## config.mk

```make
export PLATFORM = sky130hd
export DESIGN_NAME = button_hold_detector
export DESIGN_NICKNAME = d
export VERILOG_FILES = /design/src/rtl/button_hold_detector.sv
export SDC_FILE = /design/constraint.sdc
export NUM_CORES = 1
export LEC_CHECK = 0
export CAP_MARGIN = 5
export CORE_ASPECT_RATIO = 2
export CORE_MARGIN = 1
export CORE_UTILIZATION = 63
export DETAILED_ROUTE_END_ITERATION = 8
export PLACE_DENSITY = 0.81
export SLEW_MARGIN = 20
export SYNTH_ARGS = -nofsm -noshare
export SYNTH_HDL_FRONTEND = slang
export SYNTH_SLANG_ARGS = --single-unit
export TNS_END_PERCENT = 50
```

## constraint.sdc

```tcl
create_clock -name clk -period 4.99 [get_ports clk]
set_input_delay 0.998 -clock clk [delete_from_list [all_inputs] [get_ports clk]]
set_output_delay 0.998 -clock clk [all_outputs]
set_load 0.03 [all_outputs]
```

## src/rtl/button_hold_detector.sv

```systemverilog
// button_hold_detector: per-channel synchronised, debounced short-press / hold / auto-repeat detector
module button_hold_detector #(
    parameter int N_CH         = 4,
    parameter int TICKS_PER_MS = 1,
    parameter int DEBOUNCE_MS  = 20,
    parameter int HOLD_MS      = 5000,
    parameter int REPEAT_MS    = 0
) (
    input  logic            clk,
    input  logic            reset,
    input  logic [N_CH-1:0] btn_raw,
    input  logic [N_CH-1:0] ch_en,
    output logic [N_CH-1:0] pressed,
    output logic [N_CH-1:0] short_pulse,
    output logic [N_CH-1:0] hold_pulse,
    output logic [N_CH-1:0] hold_level,
    output logic [N_CH-1:0] repeat_pulse
);
    localparam int DB = DEBOUNCE_MS * TICKS_PER_MS;
    localparam int HT = HOLD_MS * TICKS_PER_MS;
    localparam int RT = REPEAT_MS * TICKS_PER_MS;
    localparam int W  = $clog2(((HT > RT) ? HT : RT) + 1);
    localparam logic [W-1:0] DB_W = W'(DB);
    localparam logic [W-1:0] HT_W = W'(HT);
    localparam logic [W-1:0] RT_W = W'(RT);
    localparam logic [W-1:0] ONE  = W'(1);

    typedef enum logic [2:0] {IDLE, DB_PRESS, PRESSED, HELD, DB_REL} state_t;

    logic [1:0]      rst_sync;
    logic            rst_n;
    logic [N_CH-1:0] sync_a, sync_s;

    // Reset asserts immediately and releases two clocks after the pin deasserts
    always_ff @(posedge clk or negedge reset) begin
        if (!reset) rst_sync <= 2'b00;
        else        rst_sync <= {rst_sync[0], 1'b1};
    end

    assign rst_n = rst_sync[1];

    // Two-flop synchroniser for the asynchronous button levels
    always_ff @(posedge clk or negedge rst_n) begin
        if (!rst_n) begin
            sync_a <= '0;
            sync_s <= '0;
        end else begin
            sync_a <= btn_raw;
            sync_s <= sync_a;
        end
    end

    for (genvar c = 0; c < N_CH; c++) begin : g_ch
        state_t       state, state_nx;
        logic         from_held, from_held_nx;
        logic [W-1:0] cnt, cnt_nx, rcnt, rcnt_nx, rpt, rpt_nx, cnt_inc;
        logic         sp_nx, hp_nx, rp_nx, sp_q, hp_q, rp_q;
        logic         s;

        assign s       = sync_s[c];
        assign cnt_inc = (cnt == HT_W) ? cnt : cnt + ONE;

        // Next state, press/release/repeat counters and pulse decode
        always_comb begin
            state_nx     = state;
            from_held_nx = from_held;
            cnt_nx       = cnt;
            rcnt_nx      = rcnt;
            rpt_nx       = rpt;
            sp_nx        = 1'b0;
            hp_nx        = 1'b0;
            rp_nx        = 1'b0;
            case (state)
                IDLE: begin
                    state_nx = s ? DB_PRESS : IDLE;
                    cnt_nx   = s ? ONE : '0;
                end
                DB_PRESS: begin
                    state_nx = s ? DB_PRESS : IDLE;
                    cnt_nx   = s ? cnt_inc : '0;
                end
                PRESSED: begin
                    cnt_nx = cnt_inc;
                    if (!s) begin
                        state_nx     = DB_REL;
                        rcnt_nx      = ONE;
                        from_held_nx = 1'b0;
                    end else if (cnt_inc == HT_W) begin
                        state_nx = HELD;
                        hp_nx    = 1'b1;
                        rpt_nx   = '0;
                    end
                end
                HELD: begin
                    cnt_nx = cnt_inc;
                    if (!s) begin
                        state_nx     = DB_REL;
                        rcnt_nx      = ONE;
                        from_held_nx = 1'b1;
                    end else if (RT > 0) begin
                        rp_nx  = (rpt + ONE == RT_W);
                        rpt_nx = rp_nx ? '0 : rpt + ONE;
                    end
                end
                DB_REL: begin
                    cnt_nx   = cnt_inc;
                    state_nx = s ? (from_held ? HELD : PRESSED) : DB_REL;
                    rcnt_nx  = s ? '0 : ((rcnt == DB_W) ? rcnt : rcnt + ONE);
                end
                default: state_nx = IDLE;
            endcase
            // Debounce completion is resolved after the case so a one-tick debounce settles on the first sample
            if (state_nx == DB_PRESS && cnt_nx == DB_W) state_nx = PRESSED;
            if (state_nx == DB_REL && rcnt_nx == DB_W) begin
                state_nx     = IDLE;
                sp_nx        = !from_held_nx;
                cnt_nx       = '0;
                rcnt_nx      = '0;
                rpt_nx       = '0;
                from_held_nx = 1'b0;
            end
            if (!ch_en[c]) begin
                state_nx     = IDLE;
                from_held_nx = 1'b0;
                cnt_nx       = '0;
                rcnt_nx      = '0;
                rpt_nx       = '0;
                sp_nx        = 1'b0;
                hp_nx        = 1'b0;
                rp_nx        = 1'b0;
            end
        end

        // Channel state, counters and registered one-cycle pulses
        always_ff @(posedge clk or negedge rst_n) begin
            if (!rst_n) begin
                state     <= IDLE;
                from_held <= 1'b0;
                cnt       <= '0;
                rcnt      <= '0;
                rpt       <= '0;
                sp_q      <= 1'b0;
                hp_q      <= 1'b0;
                rp_q      <= 1'b0;
            end else begin
                state     <= state_nx;
                from_held <= from_held_nx;
                cnt       <= cnt_nx;
                rcnt      <= rcnt_nx;
                rpt       <= rpt_nx;
                sp_q      <= sp_nx;
                hp_q      <= hp_nx;
                rp_q      <= rp_nx;
            end
        end

        assign pressed[c]      = (state == PRESSED) || (state == HELD) || (state == DB_REL);
        assign hold_level[c]   = (state == HELD) || ((state == DB_REL) && from_held);
        assign short_pulse[c]  = sp_q;
        assign hold_pulse[c]   = hp_q;
        assign repeat_pulse[c] = rp_q;
    end
endmodule

```

==> results.txt <==
The via count of the first global-routing pass came to 9503. The number of vias after detailed routing came out at about 9800. The final weighted congestion of routability-driven global placement came out at 0.9721. TritonCTS built the clock tree.

The parity-gate share of the synthesized area counting xor and xnor cells came out at 2.524%. The count of clock tree sinks is 138. Summing the areas of all compound-gate instances in the mapped netlist gives 21.77% of the synthesized area.

The die area came out at 16510 um2. The post-synthesis register bit count is ~140. STA classifies the critical path startpoint as a register. The repair_antennas step left the layout with diodes totalling 0. The maximum vdd ir drop is 0.0002300 V.

The worst register-to-register path ends at g_ch[2].state[1]. The number of setup buffers added after CTS came out at 0. The worst hold slack is 0.3443 ns. The worst setup path is of the register to primary output kind. The number of standard cells in the final layout excluding fillers is 1416. The final count of negative-setup-slack endpoints is 0.

The unique cell type count in the Yosys netlist came out at 85. The clock latency reported for the late side of the worst-skew pair is 0.43 ns. Among all flip-flop cells after synthesis, the most frequent one is sky130_fd_sc_hd__dfrtp_1.

After layout, the minimum clock period comes to around 3.5 ns. The logic depth of the worst register-to-register path came out at 7. Setup repair after global routing left no endpoint under its margin. The proportion of layout cells with a drive suffix above 1 is 5.679%. By area, the combinational part of the netlist is dominated by simple AND/OR/NAND/NOR gates. The post-synthesis area per instance is between 8 and 9 um2.

The total core area is 15700 um2. The final count of pins violating max slew is 0. Of all nets on the critical path, the largest fanout is 17. The final-layout setup total negative slack came out at 0 ns. The worst setup path is captured at a primary output. The count of warnings emitted by yosys came out at 0. The signal on the critical path passes through or3b_1 > o21ai_0 > clkdlybuf4s50_1.

The overflow left after global routing came out at 0. The number of maximum-capacitance constraint violations came out at 0. The total count of hold-check failures in the final report is 0. The capturing instance or port of the critical path is hold_level[0]. The initial standard-cell utilization of the core came out at 64.11%. Entering global routing, the biggest net connects 66 pins. The via density per instance came out at between 6 and 7. The x dimension of the die is a little over 90 um. The min-delay analysis places its worst path in the category register to register. The total leakage power came out at 4.322 nW. The ratio of final minimum period to clock period came out at 70.88%. Summing the areas of all and, or, nand and nor instances in the mapped netlist gives a little under a third of the synthesized area. The area growth from synthesis to layout is 7.423%. After detailed routing, the total wire length is between 20000 and 30000 um.

In this run the power density over the cells is around 250 nW/um2. Row generation in the floorplan step produced between 60 and 70 rows. In this run the deepest clock path goes through 2 buffers.

The portion of the post-synthesis area used by sequential elements is 34.32%. The maximum cell stage delay along the critical path is around 0.73 ns. The portion of netlist area occupied by mux cells is approximately 1.3%.

The number of I/O pins came out at 30. The height of the chip came out at 180.7 um. The source of the critical timing path is g_ch[0].state[2]. The number of detailed-routing iterations run before antenna repair is 6. Summing the areas of all fa, ha and maj instances in the mapped netlist gives 1.989% of the synthesized area.

The relative slew slack came out at 36.76%. After synthesis, the share of flip-flops with an asynchronous set or reset is between 90% and 100%. In the routed design, unresolved DRC markers number 0. In this run the critical register-to-register path is launched from g_ch[2].state[0]. The post-synthesis instance area came out at 10060 um2.

Clock tree synthesis selected as its root buffer the cell sky130_fd_sc_hd__clkbuf_16. The total power of the final layout came out at 2.664 mW. The clock input transition at the sequential cells of the worst setup and hold paths came out at 0.06 ns. The count of buffers from port buffering is 25. The post-route antenna net violation count came out at 0. The number of gates resized after cts came out at 0.

The gate count of the mapped netlist is around 1300. The cts-stage hold buffer count came out at 0. On the critical path, the stage with the largest delay is an instance of sky130_fd_sc_hd__clkdlybuf4s50_1. The required time at the endpoint of the critical path came out at 3.99 ns. Counting the buffers created by CTS gives 17.

The run finished with clean final reports. At the pin with the least slew margin, the transition time is 0.9399 ns. The HPWL after detailed placement is between 15000 and 20000 um. The net count of the finished layout is 1229.

The first routing iteration left 579 violations. The internal reg-to-reg setup slack came out at 1.77 ns. The instance count after placement with tap cells included came out at 1385. The final clock skew came out at 0.01088 ns. Yosys mapped a number of flops with a built-in enable equal to 0.

The endpoint arrival time on the critical path came out at 2.54 ns. The peak clock frequency supported by timing came out at 282.7 MHz. The average detailed-routed wire length per instance came out at approximately 20 um. The initial antenna violation count is 0. The global-route wire length before repair is 45420 um. Global routing used 34.38% of the available tracks. The maximum level of the CTS H-tree came out at 4.
synthesized netlist by cell type (10+ instances only):
master | count | share of area, %
sky130_fd_sc_hd__dfrtp_1 | 138 | 34
sky130_fd_sc_hd__nor2_1 | 118 | 4.4
sky130_fd_sc_hd__nand2_1 | 95 | 3.5
sky130_fd_sc_hd__o21ai_0 | 85 | 4.2
sky130_fd_sc_hd__a21oi_1 | 80 | 4.0
sky130_fd_sc_hd__clkbuf_1 | 72 | 2.7
sky130_fd_sc_hd__nand3_1 | 46 | 2.3
sky130_fd_sc_hd__inv_1 | 44 | 1.6
sky130_fd_sc_hd__nor3_1 | 38 | 1.9
sky130_fd_sc_hd__nand4_1 | 33 | 2.1
sky130_fd_sc_hd__and3_1 | 30 | 1.9
sky130_fd_sc_hd__nor2b_1 | 29 | 1.8
sky130_fd_sc_hd__nor4_1 | 26 | 1.6
sky130_fd_sc_hd__and2_1 | 24 | 1.5
sky130_fd_sc_hd__a31oi_1 | 22 | 1.4
sky130_fd_sc_hd__and4_1 | 20 | 1.7
sky130_fd_sc_hd__xnor2_1 | 20 | 1.7
sky130_fd_sc_hd__buf_2 | 16 | 0.80
sky130_fd_sc_hd__ha_1 | 16 | 2.0
sky130_fd_sc_hd__nor3b_1 | 16 | 1.2
sky130_fd_sc_hd__o22ai_1 | 14 | 0.87
sky130_fd_sc_hd__buf_4 | 13 | 0.97
sky130_fd_sc_hd__nand2b_1 | 13 | 0.81
sky130_fd_sc_hd__nor4b_1 | 13 | 1.1
sky130_fd_sc_hd__a41oi_1 | 12 | 1.0
sky130_fd_sc_hd__mux2i_1 | 12 | 1.2
sky130_fd_sc_hd__o21a_1 | 12 | 0.90
sky130_fd_sc_hd__a211oi_1 | 10 | 0.75
worst max-delay path: cells and delay by family, from the launching register on:
kind            cells  cell delay (ns)
flops               1             0.62
simple gates        1             0.53
compound gates      1             0.24
buf+inv             1             0.73
flip-flops by register name, indices dropped and copies added, names as in the netlist:
register        flops
g_ch.cnt           52
g_ch.rcnt          52
g_ch.state         12
g_ch.from_held      4
g_ch.hp_q           4
g_ch.sp_q           4
sync_a              4
sync_s              4
rst_sync            2
cells by family (layout without fill, tap and decap cells):
group / count (synthesis) / in the layout
fa+ha+maj: 16 / 16
buf+inv: 153 / 111
flops: 138 / 138
xor+xnor: 29 / 29
other cells: 2 / 5
mux: 13 / 13
simple gates: 567 / 567
compound gates: 336 / 336
final cells by class:
| cell class | count | area (um2) |
|---|---|---|
| timing repair buffer | 35 | 325.3 |
| multi-input combinational | 966 | 5961 |
| clock inverter | 13 | 217.7 |
| clock buffer | 18 | 429.2 |
| fill | 1334 | 4886 |
| inverter | 45 | 168.9 |
| tap | 201 | 251.5 |
| sequential | 138 | 3457 |
where the power goes:
part	internal, mW	switching (mW)
registers	1.13	0.0290
clock network	0.891	0.521
logic	0.0310	0.0649
total	2.05	0.615
placed cells by master (no fill, tap or decap), types with 7 or more instances in the layout:
cell type and count:
sky130_fd_sc_hd__nor4_1 26, sky130_fd_sc_hd__and3_1 30, sky130_fd_sc_hd__a41oi_1 12, sky130_fd_sc_hd__a21o_1 9, sky130_fd_sc_hd__a211oi_1 10, sky130_fd_sc_hd__nand2b_1 13
sky130_fd_sc_hd__o22ai_1 14, sky130_fd_sc_hd__nor3_1 38, sky130_fd_sc_hd__nor4b_1 13, sky130_fd_sc_hd__and2_1 24, sky130_fd_sc_hd__nand3_1 46, sky130_fd_sc_hd__nor3b_1 16
sky130_fd_sc_hd__mux2i_1 12, sky130_fd_sc_hd__a311oi_1 9, sky130_fd_sc_hd__buf_4 10, sky130_fd_sc_hd__o21ai_0 85, sky130_fd_sc_hd__o21a_1 12, sky130_fd_sc_hd__clkdlybuf4s50_1 25
sky130_fd_sc_hd__nor2_1 118, sky130_fd_sc_hd__xnor2_1 20, sky130_fd_sc_hd__a21oi_1 80, sky130_fd_sc_hd__ha_1 16, sky130_fd_sc_hd__and4_1 20, sky130_fd_sc_hd__nand2_1 95
sky130_fd_sc_hd__or3_1 8, sky130_fd_sc_hd__nand4_1 33, sky130_fd_sc_hd__a31oi_1 22, sky130_fd_sc_hd__xor2_1 9, sky130_fd_sc_hd__clkbuf_16 17, sky130_fd_sc_hd__nor2b_1 29
sky130_fd_sc_hd__inv_1 44, sky130_fd_sc_hd__dfrtp_1 137, sky130_fd_sc_hd__a22oi_1 9, sky130_fd_sc_hd__nand4b_1 7
per-stage QoR:
| step | setup slack [ns] | utilization [%] | cell area (um2) |
|---|---|---|---|
| after detailed placement | 1.843 | 64.75 | 10160 |
| after global placement | 1.903 | 64.75 | 10160 |
| after CTS | 1.459 | 68.87 | 10810 |
| after floorplan | 0.8604 | - | 10070 |
| final | 1.453 | 68.87 | 10810 |
| after global routing | 1.312 | 68.87 | 10810 |
worst min-delay path by stage:
stage / from / endpoint / depth (start not counted)
2_1_floorplan: rst_sync[0] / rst_sync[1] / 0
3_3_place_gp: sync_a[0] / sync_s[0] / 0
3_5_place_dp: sync_a[0] / sync_s[0] / 0
4_1_cts: rst_sync[0] / rst_sync[1] / 0
5_1_grt: sync_a[0] / sync_s[0] / 0
6_report: rst_sync[0] / rst_sync[1] / 0
layer usage:
layer | up-vias | routed length [um] | global-route usage (%) | share of wire, %
met5 | - | 0 | 0 | 0
met4 | 0 | 1876 | 24.95 | 6.8
met3 | 148 | 1367 | 5.598 | 4.9
met2 | 463 | 14740 | 63.00 | 53
met1 | 4695 | 9758 | 34.35 | 35
li1 | 4526 | - | - | -
Note: power is estimated with default switching activity, not from simulation.
